--- config.mk ---
export PLATFORM = sky130hd
export DESIGN_NAME = truth_table_sweeper
export DESIGN_NICKNAME = d
export VERILOG_FILES = /design/src/rtl/truth_table_sweeper.sv
export SDC_FILE = /design/constraint.sdc
export NUM_CORES = 1
export LEC_CHECK = 0
export ABC_AREA = 1
export BUFFER_PORTS_ARGS = -buffer_cell sky130_fd_sc_hd__buf_4
export CORE_ASPECT_RATIO = 1.4
export CORE_MARGIN = 10
export CORE_UTILIZATION = 44
export DETAILED_ROUTE_END_ITERATION = 6
export PLACE_DENSITY = 0.61
export SETUP_SLACK_MARGIN = 0.5
export SLEW_MARGIN = 10
export SYNTH_ARGS = -nofsm -noshare
export SYNTH_HDL_FRONTEND = slang
export SYNTH_SLANG_ARGS = --single-unit
export TNS_END_PERCENT = 30
--- constraint.sdc ---
create_clock -name clk -period 3.75 [get_ports clk]
set_input_delay 0.375 -clock clk [delete_from_list [all_inputs] [get_ports clk]]
set_output_delay 0.375 -clock clk [all_outputs]
set_load 0.02 [all_outputs]
--- src/rtl/truth_table_sweeper.sv ---
// Sweeps all eight {A,B,C} vectors through a 3-input function, samples F after a
// settle time and assembles the truth table. Optional golden compare: TT_GOLDEN_CHECK_EN.
module truth_table_sweeper #(
  parameter int unsigned SETTLE   = 2,
  parameter logic [7:0]  EXPECTED = 8'hB2
) (
  input  logic       clk,
  input  logic       rst_n,
  input  logic       start,
  input  logic       abort,
  input  logic       in_f,
  output logic       out_a,
  output logic       out_b,
  output logic       out_c,
  output logic       busy,
  output logic       done,
  output logic       table_valid,
  output logic [7:0] table_out
`ifdef TT_GOLDEN_CHECK_EN
  ,
  output logic       pass,
  output logic [7:0] mismatch
`endif
);

  typedef enum logic [1:0] {IDLE, DRIVE, SAMPLE, DONE} state_t;

  localparam logic [3:0] RELOAD = 4'(SETTLE - 1);

  state_t     state;
  logic [2:0] idx;
  logic [3:0] cnt;
  logic [7:0] table_next;

  // Table as it will look once the current vector's F is captured.
  always_comb begin
    table_next      = table_out;
    table_next[idx] = in_f;
  end

  always_ff @(posedge clk or negedge rst_n) begin
    if (!rst_n) begin
      state       <= IDLE;
      idx         <= '0;
      cnt         <= '0;
      out_a       <= 1'b0;
      out_b       <= 1'b0;
      out_c       <= 1'b0;
      busy        <= 1'b0;
      done        <= 1'b0;
      table_valid <= 1'b0;
      table_out   <= '0;
`ifdef TT_GOLDEN_CHECK_EN
      pass        <= 1'b0;
      mismatch    <= '0;
`endif
    end else begin
      done <= 1'b0;
      if (abort) begin
        // Abort in IDLE leaves everything alone but still blocks a same-cycle start.
        if (state != IDLE) begin
          state                 <= IDLE;
          idx                   <= '0;
          cnt                   <= '0;
          {out_a, out_b, out_c} <= '0;
          busy                  <= 1'b0;
          table_valid           <= 1'b0;
`ifdef TT_GOLDEN_CHECK_EN
          pass                  <= 1'b0;
          mismatch              <= '0;
`endif
        end
      end else begin
        case (state)
          IDLE: begin
            if (start) begin
              table_out             <= '0;
              table_valid           <= 1'b0;
              idx                   <= '0;
              cnt                   <= RELOAD;
              {out_a, out_b, out_c} <= '0;
              busy                  <= 1'b1;
              state                 <= DRIVE;
`ifdef TT_GOLDEN_CHECK_EN
              pass                  <= 1'b0;
              mismatch              <= '0;
`endif
            end
          end
          DRIVE: begin
            if (cnt == '0) state <= SAMPLE;
            else           cnt   <= cnt - 4'd1;
          end
          SAMPLE: begin
            table_out <= table_next;
            if (idx == 3'd7) begin
              state                 <= DONE;
              busy                  <= 1'b0;
              done                  <= 1'b1;
              table_valid           <= 1'b1;
              {out_a, out_b, out_c} <= '0;
`ifdef TT_GOLDEN_CHECK_EN
              mismatch              <= table_next ^ EXPECTED;
              pass                  <= (table_next == EXPECTED);
`endif
            end else begin
              idx                   <= idx + 3'd1;
              cnt                   <= RELOAD;
              {out_a, out_b, out_c} <= idx + 3'd1;
              state                 <= DRIVE;
            end
          end
          DONE:    state <= IDLE;
          default: state <= IDLE;
        endcase
      end
    end
  end

endmodule
==> results.sh <==
export IMPL_status="finished, final reports clean"
export IMPL_dp_slack_ns=2.24
export IMPL_core_area_mm2=0.00267
export IMPL_finalWirelength_um=2670
export IMPL_post_route_min_period_ns=1.53
export IMPL_drive_gt1_frac=0.219
export IMPL_clk_pin_slew_ns=0.12
export IMPL_drv_slew=0
export IMPL_path_buf_inv=3
export IMPL_syn_num_nets=170
export IMPL_start_util=0.464
export IMPL_finalNonFillerCells=219
export IMPL_ys_types=18
export IMPL_r2r_start="idx[0]$_DFFE_PN0P_"
export IMPL_final_nets=194
export IMPL_final_setup_tns_ns=0
export IMPL_synth_seq_cells=23
export IMPL_insertedDiodeCount=0
export IMPL_clock_path_buffers=2
export IMPL_rsz0062_at_grt="false"
export IMPL_synthArstFlopShare=1.00
export IMPL_finalSetupViolations=0
export IMPL_vias=1042
export IMPL_regToRegSetupSlack_ns=2.22
export IMPL_io_pins=19
export IMPL_placedCellCount=214
export IMPL_cts_root_buffer="clkbuf_4"
export IMPL_synthTopCellsByCount="nand2_1, dfrtp_1, nor2_1"
export IMPL_clk_latency_ns=0.30
export IMPL_worstMarginPinSlew_ns=0.300
export IMPL_cts_setup_buffers=0
export IMPL_synth_ff_type="dfrtp_1"
export IMPL_hold_viol_final=0
export IMPL_remaining_drc_errors=0
export IMPL_place_gp_congestion=0.897
export IMPL_min_delay_path_depth=3
export IMPL_routedWlPerCell_um=12.2
export IMPL_clock_skew_ns=0.00196
export IMPL_critPathRequiredTime_ns=3.96
export IMPL_min_to="state[0]$_DFFE_PN0P_"
export IMPL_cts_buffers=3
export IMPL_drtPass1Iterations=4
export IMPL_die_y_um=82.8
export IMPL_die_x_um=64.8
export IMPL_grt_pass1_vias=1074
export IMPL_r2r_end="idx[1]$_DFFE_PN0P_"
export IMPL_power_internal_uw=394
export IMPL_yosys_cell_count_top_type="nand2_1"
export IMPL_grt_usage=0.105
export IMPL_slew_headroom=0.800
export IMPL_cap_violations=0
export IMPL_dieArea_mm2=0.00537
export IMPL_tritoncts="built"
export IMPL_antenna_found_initial=0
export IMPL_synth_area_per_cell_um2=7.74
export IMPL_critical_path_top_delay_family="flip-flops"
export IMPL_p_sw_uw=234
export IMPL_yosys_warnings=0
export IMPL_min_from="start"
export IMPL_drt_iter0_drc=42
export IMPL_ys_seq_area_frac=0.465
export IMPL_powerDensity_mw_per_mm2=432
export IMPL_worstSetupEndpointType="flip-flop"
export IMPL_grt_pass1_wl_um=4640
export IMPL_netlist_area_mm2=0.00124
export IMPL_setup_slack_ns=2.22
export IMPL_post_drt_via_cell_ratio=4.76
export IMPL_cp_start_kind="flip-flop"
export IMPL_synth_area_leaders="dfrtp_1, nand2_1, ha_1"
export IMPL_finalCritPeriodShare=0.408
export IMPL_max_stage_delay_ns=0.48
export IMPL_synth_edf_count=0
export IMPL_crit_slowest_cell="dfrtp_1"
export IMPL_swShare=0.372
export IMPL_critPathKind="reg -> reg"
export IMPL_crit_fanout=8
export IMPL_cp_data_arrival_time_ns=1.74
export IMPL_drtAntennaViolNets=0
export IMPL_synth_area_leader_cell="dfrtp_1"
export IMPL_port_buffers=18
export IMPL_row_count=22
export IMPL_synth_top_cell_area_share=0.465
export IMPL_clkSinkCount=23
export IMPL_fmax_mhz=654
export IMPL_htreeDepth=1
export IMPL_pwr_share_seq=0.481
export IMPL_area_delta_synth_final_pct=17.5
export IMPL_comb_power_share=0.340
export IMPL_place_hpwl_um=2120
export IMPL_grt_max_degree=24
export IMPL_reg2reg_depth=10
export IMPL_clkPwrFrac=0.179
export IMPL_path_cells="ha_1 > ha_1 > inv_1 > nor2_1 > nand2_2 > inv_2 > nor2_4 > inv_2 > nand2_1 > nand2_1"
export IMPL_vdd_drop_max_mv=0.233
export IMPL_grt_ovfl_total=0
export IMPL_min_path_type="in -> reg"
export IMPL_leakagePower_uw=0.000785
export IMPL_synth_cells=160
==> cell usage in the layout (no fill, tap or decap) <==
cell | Yosys | layout
nand2_2 | 4 | 4
nand2_1 | 58 | 58
o21ai_2 | 1 | 1
a21oi_1 | 3 | 3
o21ai_0 | 8 | 8
dlygate4sd3_1 | 0 | 1
o31ai_1 | 1 | 1
inv_2 | 6 | 6
nand2_4 | 2 | 2
clkbuf_1 | 0 | 1
clkbuf_4 | 0 | 3
buf_4 | 0 | 18
ha_1 | 5 | 5
nor2_2 | 3 | 3
nor2_1 | 13 | 13
nor2_4 | 3 | 3
xnor2_1 | 1 | 1
nand3_1 | 9 | 9
nor3_1 | 7 | 7
dfrtp_1 | 23 | 23
inv_1 | 11 | 11
o21ai_1 | 2 | 2
==> cells by family (layout without fill, tap and decap cells) <==
kind of cell    count (synthesis)  in the layout  share of synthesized area
compound gates                 15             15                     0.0657
xor+xnor                        1              1                    0.00707
fa+ha+maj                       5              5                     0.0505
buf+inv                        17             40                     0.0515
flops                          23             23                      0.465
simple gates                   99             99                      0.361
==> final cells by class <==
class / count / area, um^2
Fill cell: 281 / 1210
Multi-Input combinational cell: 120 / 599
Sequential cell: 23 / 576
Timing Repair Buffer: 19 / 145
Inverter: 17 / 63.8
Tap cell: 36 / 45.0
Clock buffer: 4 / 26.3
==> what timing repair did <==
item,CTS,global route
hold endpoints to repair,23,0
hold buffers,1,0
gates resized for setup,0,0
==> worst min-delay path, delay by kind of cell <==
family	cells	cell delay (ns)
and+or+nand+nor	1	0.08
AOI/OAI and AO/OA	1	0.09
buffers and inverters	1	0.09
==> through the flow <==
stage	area, um^2	util	power (uW)	hold WS (ns)
6_report	1460	0.545	628	0.365
5_1_grt	1460	0.545	682	0.354
4_1_cts	1460	0.545	638	0.359
3_5_place_dp	1420	0.531	522	0.288
3_3_place_gp	1420	0.531	516	0.287
2_1_floorplan	1240	-	458	0.0794
==> routing by layer <==
| layer | global-route usage | vias up | wire length (um) |
|---|---|---|---|
| met4 | 0.0386 | 0 | 17 |
| li1 | - | 544 | - |
| met2 | 0.206 | 7 | 1520 |
| met5 | 0 | - | 0 |
| met3 | 0.0202 | 2 | 84 |
| met1 | 0.108 | 489 | 1060 |
==> state kept, by name, summed over array words and instances (netlist names) <==
register     flops
state            2
busy             1
done             1
out_b            1
table_out        8
table_valid      1
out_c            1
cnt              4
out_a            1
idx              3
==> power by group through the flow <==
stage	Combinational [uW]	Clock, uW	Sequential (uW)
after global routing	245	129	307
final	214	113	302
after detailed placement	215	0	307
after CTS	217	119	302
after floorplan	142	0	316
after global placement	210	0	306
==> how the worst max path moves through the flow <==
stage,start,end,slack [ns],cells after the start
floorplan,idx[0]$_DFFE_PN0P_,idx[0]$_DFFE_PN0P_,2.34,10
global placement,idx[0]$_DFFE_PN0P_,idx[1]$_DFFE_PN0P_,2.27,10
detailed placement,idx[0]$_DFFE_PN0P_,idx[1]$_DFFE_PN0P_,2.24,10
CTS,idx[0]$_DFFE_PN0P_,idx[1]$_DFFE_PN0P_,2.22,10
global route,idx[0]$_DFFE_PN0P_,idx[0]$_DFFE_PN0P_,2.10,10
finish,idx[0]$_DFFE_PN0P_,idx[1]$_DFFE_PN0P_,2.22,10
No activity file was read; power rests on OpenSTA's default activity.
